`src/rtl/adc_emu_pkg.sv`:
```
// Shared frame constants, FSM encoding and LFSR/dither helpers for the ADC128S022 emulator.
// The dither helpers are only referenced when ADC_EMU_DITHER_EN is defined.
package adc_emu_pkg;

    localparam int FRAME_BITS = 16;
    localparam int ADDR_FIRST = 1;
    localparam int ADDR_LAST  = 3;
    localparam int DATA_FIRST = 4;
    localparam int CNT_W      = $clog2(FRAME_BITS + 1);

    localparam logic [CNT_W-1:0] CNT_FULL = CNT_W'(FRAME_BITS);

    typedef enum logic [1:0] {
        IDLE = 2'd0,
        ADDR = 2'd1,
        DATA = 2'd2,
        TAIL = 2'd3
    } state_t;

    // Fibonacci taps 16,14,13,11 expressed as a mask on bits 15,13,12,10
    localparam logic [15:0] LFSR_SEED = 16'hACE1;
    localparam logic [15:0] LFSR_TAPS = 16'hB400;

    function automatic logic [15:0] lfsr_next(input logic [15:0] cur);
        logic fb;
        fb = ^(cur & LFSR_TAPS);
        return {cur[14:0], fb};
    endfunction

    // Adds a signed -4..+3 offset and clamps to the 12-bit code range
    function automatic logic [11:0] dither_sat(input logic [11:0] raw, input logic [2:0] off);
        logic signed [13:0] sum;
        sum = $signed({2'b00, raw}) + $signed({{11{off[2]}}, off});
        if (sum < 14'sd0) begin
            return 12'd0;
        end else if (sum > 14'sd4095) begin
            return 12'd4095;
        end else begin
            return sum[11:0];
        end
    endfunction

endpackage

```
`src/rtl/spi_in_sync.sv`:
```
// Synchronizer chain for one asynchronous SPI line plus registered rise/fall pulses.
// The sync output is delayed to line up with the pulses so all lines share one timing.
module spi_in_sync #(
    parameter int STAGES = 2
) (
    input  logic clk,
    input  logic rst_n,
    input  logic din,
    output logic sync,
    output logic rise,
    output logic fall
);

    logic [STAGES-1:0] chain_r;
    logic              prev_r;
    logic              rise_r;
    logic              fall_r;

    // Metastability chain followed by edge detection on the settled value
    always_ff @(posedge clk) begin
        if (!rst_n) begin
            chain_r <= {STAGES{1'b0}};
            prev_r  <= 1'b0;
            rise_r  <= 1'b0;
            fall_r  <= 1'b0;
        end else begin
            chain_r <= {chain_r[STAGES-2:0], din};
            prev_r  <= chain_r[STAGES-1];
            rise_r  <= chain_r[STAGES-1] & ~prev_r;
            fall_r  <= ~chain_r[STAGES-1] & prev_r;
        end
    end

    assign sync = prev_r;
    assign rise = rise_r;
    assign fall = fall_r;

endmodule

```
`src/rtl/adc128s022_emu.sv`:
```
// SPI responder emulating an ADC128S022: the address sent in one frame selects the data of the next.
// Optional build macro ADC_EMU_DITHER_EN adds LFSR dither (-4..+3, saturated) to every snapshot.
module adc128s022_emu
    import adc_emu_pkg::*;
#(
    parameter int N_CH        = 8,
    parameter int DATA_W      = 12,
    parameter int SYNC_STAGES = 2
) (
    input  logic                   CLK,
    input  logic                   RST_N,
    input  logic                   SPI_SCK,
    input  logic                   SPI_AD,
    input  logic                   SPI_DIN,
    output logic                   SPI_DOUT,
    input  logic [N_CH*DATA_W-1:0] CH_DATA,
    output logic                   FRAME_DONE,
    output logic                   FRAME_ERR,
    output logic [2:0]             LAST_ADDR
);

    logic sck_sync_s, sck_rise_s, sck_fall_s;
    logic cs_sync_s, cs_rise_s, cs_fall_s;
    logic din_sync_s, din_rise_s, din_fall_s;

    spi_in_sync #(.STAGES(SYNC_STAGES)) u_sck_sync (
        .clk(CLK), .rst_n(RST_N), .din(SPI_SCK), .sync(sck_sync_s), .rise(sck_rise_s), .fall(sck_fall_s)
    );
    spi_in_sync #(.STAGES(SYNC_STAGES)) u_cs_sync (
        .clk(CLK), .rst_n(RST_N), .din(SPI_AD), .sync(cs_sync_s), .rise(cs_rise_s), .fall(cs_fall_s)
    );
    spi_in_sync #(.STAGES(SYNC_STAGES)) u_din_sync (
        .clk(CLK), .rst_n(RST_N), .din(SPI_DIN), .sync(din_sync_s), .rise(din_rise_s), .fall(din_fall_s)
    );

    logic unused_s;
    assign unused_s = ^{sck_sync_s, sck_rise_s, cs_sync_s, din_rise_s, din_fall_s};

    state_t                  state_r, state_nxt_s;
    logic [CNT_W-1:0]        bit_cnt_r, bit_cnt_nxt_s;
    logic [FRAME_BITS-1:0]   shreg_r, shreg_nxt_s;
    logic [1:0]              addr_hi_r, addr_hi_nxt_s;
    logic [2:0]              next_addr_r, next_addr_nxt_s;
    logic [2:0]              last_addr_r, last_addr_nxt_s;
    logic                    dout_r, dout_nxt_s;
    logic                    done_r, done_nxt_s;
    logic                    err_r, err_nxt_s;
    logic [DATA_W-1:0]       raw_s;
    logic [DATA_W-1:0]       snap_s;
    logic [3:0]              dout_idx_s;

    assign dout_idx_s = 4'(FRAME_BITS - 1) - bit_cnt_r[3:0];

`ifdef ADC_EMU_DITHER_EN
    logic [15:0] lfsr_r;

    // Dither sequence steps once per frame, at the chip-select fall
    always_ff @(posedge CLK) begin
        if (!RST_N) begin
            lfsr_r <= LFSR_SEED;
        end else if (cs_fall_s) begin
            lfsr_r <= lfsr_next(lfsr_r);
        end else begin
            lfsr_r <= lfsr_r;
        end
    end
`endif

    // Channel mux for the frame snapshot; unpopulated addresses read as zero
    always_comb begin
        raw_s = {DATA_W{1'b0}};
        for (int k = 0; k < N_CH; k++) begin
            if (next_addr_r == 3'(k)) begin
                raw_s = CH_DATA[k*DATA_W +: DATA_W];
            end else begin
                raw_s = raw_s;
            end
        end
`ifdef ADC_EMU_DITHER_EN
        snap_s = dither_sat(raw_s, lfsr_r[2:0]);
`else
        snap_s = raw_s;
`endif
    end

    // Frame FSM next-state: CS edges take priority over any SCK edge in the same cycle
    always_comb begin
        state_nxt_s     = state_r;
        bit_cnt_nxt_s   = bit_cnt_r;
        shreg_nxt_s     = shreg_r;
        addr_hi_nxt_s   = addr_hi_r;
        next_addr_nxt_s = next_addr_r;
        last_addr_nxt_s = last_addr_r;
        dout_nxt_s      = dout_r;
        done_nxt_s      = 1'b0;
        err_nxt_s       = 1'b0;
        if (cs_rise_s) begin
            state_nxt_s = IDLE;
            dout_nxt_s  = 1'b0;
            if (state_r != IDLE) begin
                if (bit_cnt_r == CNT_FULL) begin
                    done_nxt_s = 1'b1;
                end else begin
                    err_nxt_s = 1'b1;
                end
            end else begin
                done_nxt_s = 1'b0;
            end
        end else if (cs_fall_s) begin
            state_nxt_s   = ADDR;
            bit_cnt_nxt_s = {CNT_W{1'b0}};
            shreg_nxt_s   = FRAME_BITS'(snap_s);
            addr_hi_nxt_s = 2'b00;
            dout_nxt_s    = 1'b0;
        end else if (sck_fall_s) begin
            case (state_r)
                ADDR, DATA: begin
                    if (bit_cnt_r == CNT_W'(ADDR_FIRST)) begin
                        addr_hi_nxt_s[1] = din_sync_s;
                    end else if (bit_cnt_r == CNT_W'(ADDR_FIRST + 1)) begin
                        addr_hi_nxt_s[0] = din_sync_s;
                    end else if (bit_cnt_r == CNT_W'(ADDR_LAST)) begin
                        next_addr_nxt_s = {addr_hi_r, din_sync_s};
                        last_addr_nxt_s = {addr_hi_r, din_sync_s};
                    end else begin
                        next_addr_nxt_s = next_addr_r;
                    end
                    if (bit_cnt_r >= CNT_W'(DATA_FIRST)) begin
                        dout_nxt_s = shreg_r[dout_idx_s];
                    end else begin
                        dout_nxt_s = 1'b0;
                    end
                    bit_cnt_nxt_s = bit_cnt_r + 5'd1;
                    if (bit_cnt_nxt_s == CNT_FULL) begin
                        state_nxt_s = TAIL;
                    end else if (bit_cnt_nxt_s >= CNT_W'(DATA_FIRST)) begin
                        state_nxt_s = DATA;
                    end else begin
                        state_nxt_s = ADDR;
                    end
                end
                TAIL: begin
                    dout_nxt_s = 1'b0;
                end
                default: begin
                    dout_nxt_s = 1'b0;
                end
            endcase
        end else begin
            dout_nxt_s = dout_r;
        end
    end

    // State and output registers
    always_ff @(posedge CLK) begin
        if (!RST_N) begin
            state_r     <= IDLE;
            bit_cnt_r   <= {CNT_W{1'b0}};
            shreg_r     <= {FRAME_BITS{1'b0}};
            addr_hi_r   <= 2'b00;
            next_addr_r <= 3'd0;
            last_addr_r <= 3'd0;
            dout_r      <= 1'b0;
            done_r      <= 1'b0;
            err_r       <= 1'b0;
        end else begin
            state_r     <= state_nxt_s;
            bit_cnt_r   <= bit_cnt_nxt_s;
            shreg_r     <= shreg_nxt_s;
            addr_hi_r   <= addr_hi_nxt_s;
            next_addr_r <= next_addr_nxt_s;
            last_addr_r <= last_addr_nxt_s;
            dout_r      <= dout_nxt_s;
            done_r      <= done_nxt_s;
            err_r       <= err_nxt_s;
        end
    end

    assign SPI_DOUT   = dout_r;
    assign FRAME_DONE = done_r;
    assign FRAME_ERR  = err_r;
    assign LAST_ADDR  = last_addr_r;

endmodule

```
`config.mk`:
```
export PLATFORM = sky130hd
export DESIGN_NAME = adc128s022_emu
export DESIGN_NICKNAME = d
export VERILOG_FILES = /design/src/rtl/adc_emu_pkg.sv /design/src/rtl/spi_in_sync.sv /design/src/rtl/adc128s022_emu.sv
export SDC_FILE = /design/constraint.sdc
export NUM_CORES = 1
export LEC_CHECK = 0
export ABC_AREA = 0
export CAP_MARGIN = 20
export CORE_MARGIN = 5
export CORE_UTILIZATION = 42
export DETAILED_ROUTE_END_ITERATION = 8
export PLACE_DENSITY = 0.8
export SLEW_MARGIN = 10
export SYNTH_ARGS = -nofsm -noshare
export SYNTH_HDL_FRONTEND = slang
export SYNTH_SLANG_ARGS = --single-unit
```
`constraint.sdc`:
```
create_clock -name CLK -period 1.81 [get_ports CLK]
set_input_delay 0.181 -clock CLK [delete_from_list [all_inputs] [get_ports CLK]]
set_output_delay 0.181 -clock CLK [all_outputs]
set_load 0.02 [all_outputs]
```
# --- Yosys cells after proc, flatten, opt, wreduce, memory -nomap -nowiden ---
# Index checks and enable logic that the tools add are counted.
word_totals:
  regBits: 39
  in_bits: 101
  output_inout_bits: 6
  wordCells: 95
classes:
  add_sub_neg: 2
  n_lt_le_gt_ge: 3
  n_eq_ne: 15
  muxes: 28
  bitwise: 11
  reduce_logical: 17
op_table:
  columns: ["operator", "n"]
  rows:
  - ["12-bit two-way mux", 8]
  - ["5-bit two-way mux", 3]
  - ["3-bit equality test (second input constant)", 4]
  - ["1-bit two-way mux", 11]
  - ["5-bit by 2-bit equality test with 1-bit output (second input constant)", 2]
  - ["5-bit equality test (second input constant)", 2]
  - ["5-bit by 3-bit greater-or-equal comparator with 1-bit output (second input constant)", 2]
  - ["2-bit two-way mux", 5]
  - ["2-bit nonzero test", 5]
  - ["1-bit inverter", 8]
  - ["7-bit AND reduction", 1]
  - ["3-bit by 2-bit equality test with 1-bit output (second input constant)", 2]
  - ["2-bit AND reduction", 3]
  - ["3-bit AND reduction", 2]
  - ["5-bit by 1-bit adder with 5-bit output (second input constant)", 1]
  - ["5-bit by 1-bit equality test with 1-bit output (second input constant)", 1]
  - ["4-bit by 5-bit less-than comparator with 1-bit output (second input constant)", 1]
  - ["5-bit AND reduction", 1]
  - ["1-bit binary-select mux with 4-bit select", 1]
  - ["4-bit AND reduction", 1]
  - ["2-bit OR reduction", 2]
  - ["4-bit subtractor (first input constant)", 1]
  - ["1-bit AND", 3]
  - ["3-bit by 1-bit equality test with 1-bit output (second input constant)", 1]
  - ["other kinds (5)", 5]

# --- Longest topological paths before layout ---
depth:
  depth_word: 9
  mapped_depth: 7
  ltp_nobuf: 6

# --- Hierarchy ---
# From an unflattened synthesis, not the netlist that was laid out.
hier_totals:
  cells_unflattened: 306
  area_unflattened_um2: 2710.1
modules_own_cells:
  columns: ["mod", "n_inst", "cells_per_inst", "area_each_um2", "seq_area_each_um2"]
  rows:
  - ["adc128s022_emu", 1, 276, 2289.7, 540.5]
  - ["spi_in_sync", 3, 10, 140.1, 100.1]

# --- Worst setup path before layout ---
# OpenSTA, ideal clock, no wires.
synth_path:
  kind: "reg2reg"
  start: "reg, netlist name LAST_ADDR[2]"
  end: "reg shreg_r[11]"
  setup_time_ps: 131
  arrival_ps: 1596
  required_ps: 1679
  slack_ps: 83
  path_stages_with_launch: 6
  n_path_buf: 2
  synth_period_minus_slack_ps: 1727
  path_cell_list: "dfxtp_1 -> buf_2 -> clkbuf_1 -> mux4_2 -> a221oi_1 -> o22ai_1"
synth_rtl:
  columns: ["item", "line", "source"]
  rows:
  - ["end signal: assignment", "adc128s022_emu.sv:159", "shreg_r <= {FRAME_BITS{1'b0}};"]
  - ["end signal: assignment", "adc128s022_emu.sv:169", "shreg_r <= shreg_nxt_s;"]
  - ["end: declaration", "adc128s022_emu.sv:41", "logic [FRAME_BITS-1:0] shreg_r, shreg_nxt_s;"]

# --- Final worst setup path ---
layout_path:
  start: "reg bit_cnt_r[0]"
  end: "reg last_addr_r[1], in the netlist LAST_ADDR[1]"
layout_between:
  elab_chain_cells: 3
  word_cells_on_any_way: 6
  cone_classes: "eq/ne: 3; bitwise: 2; reduce/logical: 1"
layout_rtl:
  columns: ["item", "line", "source"]
  rows:
  - ["start: declaration", "adc128s022_emu.sv:40", "logic [CNT_W-1:0] bit_cnt_r, bit_cnt_nxt_s;"]
  - ["start signal: assignment", "adc128s022_emu.sv:158", "bit_cnt_r <= {CNT_W{1'b0}};"]
  - ["start signal: assignment", "adc128s022_emu.sv:168", "bit_cnt_r <= bit_cnt_nxt_s;"]
  - ["5-bit by 2-bit equality test with 1-bit output / 5-bit by 1-bit equality test with 1-bit output (equally long branches)", "adc128s022_emu.sv:120, adc128s022_emu.sv:118", null]
  - ["1-bit inverter (no source line)", null, null]
  - ["7-bit AND reduction (no source line) (*)", null, null]
  - ["end signal: assignment", "adc128s022_emu.sv:172", "last_addr_r <= last_addr_nxt_s;"]
  - ["end: declaration", "adc128s022_emu.sv:44", "logic [2:0] last_addr_r, last_addr_nxt_s;"]
# Every way passes the cells marked *; elsewhere a longest branch is shown, timed or not.
# A chain may end at the register's enable or synchronous reset.

==> impl_results.md <==
* Hold_buf cts at 0
* Post-synth EDFFs at 0
* Synthesized area at roughly 2400 sq um
* Core ar. at 5570 sq um
* Count of final setup violators at 0
* Final Hold Vio Count at 0
* Dpl cells at around 430
* Vias in the first global route at 2571
* Worst-Margin Slew at approximately 0.55 ns
* Pwr Total at 1.76 mW
* Post-DRT Antenna Nets at 0
* Fillers at between 400 and 500
* Cell taking the most area after synthesis: dfxtp_1
* Final min period at 1.72 ns
* Clock sink total at 39
* DRC at 0
* Vias post-DR at ~2400
* Status: finished clean
* Reg area at 786 sq um
* Hold Crit Class: register to register
* H-tree levels at 2
* First-pass GRT wire length at around 12000 microns
* Async SR Flop Fraction at 0%
* Reg2Reg Setup Slack at between 0.08 and 0.09 ns
* Largest family of logic cells by synthesized area: multiplexers
* Final nets at between 400 and 500
* Dpl hpwl at about 6100 microns
* DRT iter0 DRCs at 93
* Routed wire length at ~7700 microns
* CTS tree: yes
* Max-slew violations at 0
* Adder-Cell Fraction of Synth Area at between 3 and 4%
* Vias per inst at roughly 5.6
* Max-cap violations at 0
* Pwr dens at around 470 nW/um^2
* Row cnt at 27
* Leakage power at roughly 1.4 nW
* Highest clock rate at ~580 MHz
* Wire per inst at ~18 microns
* RePlAce Congestion at ~0.83
* Post-synthesis mux area share at roughly a quarter
* CP startpoint: bit_cnt_r[0]
* Crit path launch type: register
* Compound-Gate Fraction of Synth Area at about a fifth
* Multi-input logic area at 1520 sq um
* Drt first pass iters at 4
* Synth top area share at between 30% and 40%
* Syn_area_per_cell at 9.85 sq um
* Syn_nets at ~360
* I/O pins at roughly 110
* Gr usage total at a little over a fifth
* CTS max path bufs at 2
* Arr. time, crit path at around 1.9 ns
* Maximum VDD drop at ~0.42 mV
* Fraction of layout cells with a size suffix above 1 at around 14%
* N_diodes at 0
* Simple-gate share of the synthesized area at between 10% and 20%
* Sequential fraction of the synthesis area at 32.0%
* Initial core utilization at a little over two fifths
* Clock Latency Late Sink at 0.30 ns
* Layout area overhead at 52.5%
* Main flop type after synthesis: dfxtp_1
* Fin cells at between 400 and 500
* Root buffer cell: clkbuf_8
* Global route total overflow at 0
* Post-synth cell types at approximately 40
* CP Class: register to register
* Die X at between 80 and 90 microns
* Initial antenna violation count at 0
* Synth Instances at around 250
* Die area at about 7400 sq um
* Final Skew at 0.00200 ns
* Synth top area cells: dfxtp_1 (32%), mux2i_1 (7.4%), mux4_2 (6.5%), mux4_1 (5.4%), mux2_2 (4.1%)
* Pin count of the biggest net entering global routing at 26
* Rel. slew slack at a little under two thirds
* Critical Path RT at 2.00 ns
* CP endpoint kind: register
* Final period util at around 95%
* Clk slew on worst S/H paths at 0.07 ns
* Worst-case reg-to-reg path depth at 7
* Post-Synth XOR/XNOR Area at less than 1%
* Crit path to: LAST_ADDR[1]
* Final Util at 66.8%
* Port Buf Inserts at around 110
* Critical register-to-register path startpoint: bit_cnt_r[0]
* Reg2reg end: LAST_ADDR[1]
* Die H at 86.3 microns
* Synth Register Bits at 39
* Crit path max fanout at 5
* Num CTS Buffers at 5
* Syn. warnings at 0
## cell usage after synthesis (all sizes together) (2+ instances only)
library cell,number
ha,6
a21oi,7
buf,9
a221oi,10
nor2,5
a41oi,3
mux4,12
mux2i,18
nand2,4
xor2,2
and2,11
o22ai,9
nand3,5
inv,5
o21ai,20
nand4,5
clkbuf,13
o21bai,4
dfxtp,39
a31oi,6
nand2b,5
mux2,9
and3,7
nor2b,10
a21boi,7
o2bb2ai,7
## registers in the layout, indices dropped and copies added, names as in the netlist, 2 cells and up
register            count
u_din_sync.chain_r      2
state_r                 2
shreg_r                12
bit_cnt_r               5
addr_hi_r               2
LAST_ADDR               3
u_sck_sync.chain_r      2
u_cs_sync.chain_r       2
## area by class of cell
class | instances | area share, %
sequential | 39 | 21.1
clock buffer | 5 | 1.85
tap | 72 | 2.42
clock inverter | 3 | 0.403
inverter | 6 | 0.604
multi-input combinational | 181 | 40.8
timing repair buffer | 128 | 32.9
## what timing repair did
action / in CTS / in global routing
setup endpoints to repair: 2 / 8
pin swaps: 0 / 1
resized for setup: 2 / 2
setup buffers: 0 / 1
## where the power goes
group	leakage [nW]	switching [mW]	internal, mW
combinational	1.00	0.0730	0.236
sequential	0.318	0.00915	0.871
clock	0.0477	0.308	0.264
total	1.37	0.391	1.37
## worst min path at each step
stage                                 endpoint  slack (ns)             startpoint  cells past startpoint
after global routing            u_cs_sync.rise        0.43         u_cs_sync.sync                      1
after detailed placement       u_sck_sync.fall        0.40  u_sck_sync.chain_r[1]                      1
after global placement         u_sck_sync.fall        0.39  u_sck_sync.chain_r[1]                      1
after CTS                      u_sck_sync.fall        0.41  u_sck_sync.chain_r[1]                      1
final                          u_sck_sync.fall        0.41  u_sck_sync.chain_r[1]                      1
after floorplan           u_cs_sync.chain_r[0]        0.31                 SPI_AD                      1
## metal layers
metal	global-route usage, %	wire length [microns]	vias up
li1	-	-	1177
met1	22.6	2960	1167
met2	41.7	4320	64
met3	3.61	306	13
met4	5.38	141	0
met5	0	0	-
## cell usage in the layout (no fill, tap or decap), types with 6 or more instances in the layout
cell / instances
clkdlybuf4s50_1: 105
dfxtp_1: 37
buf_4: 22
o21ai_0: 20
mux2i_1: 18
and2_1: 11
nor2b_1: 10
a221oi_1: 10
mux2_2: 9
o22ai_1: 9
a21oi_1: 7
a21boi_0: 7
o2bb2ai_1: 7
and3_1: 7
mux4_2: 7
a31oi_1: 6
ha_1: 6
## cell families after synthesis
group           count (synthesis)
compound gates                 76
simple gates                   58
mux                            39
flops                          39
buf+inv                        28
fa+ha+maj                       6
xor+xnor                        2
## critical path, cell delays in order, from the launching register on
cell     delay, ns
dfxtp_1       0.42
inv_1         0.11
ha_1          0.23
nor4b_1       0.31
nand4_1       0.16
buf_4         0.19
mux2i_1       0.14
nor2b_1       0.06
## through the flow
| stage | instance area, sq um | TNS [ns] | hold WS (ns) | setup slack [ns] |
|---|---|---|---|---|
| final | 3730 | 0 | 0.409 | 0.0899 |
| after global routing | 3730 | -0.00495 | 0.433 | -0.00495 |
| after CTS | 3720 | 0 | 0.408 | 0.0586 |
| after detailed placement | 3630 | 0 | 0.399 | 0.0775 |
| after global placement | 3630 | 0 | 0.389 | 0.121 |
| after floorplan | 2440 | 0 | 0.308 | 0.0832 |
Power figures use the tool's default switching activity.
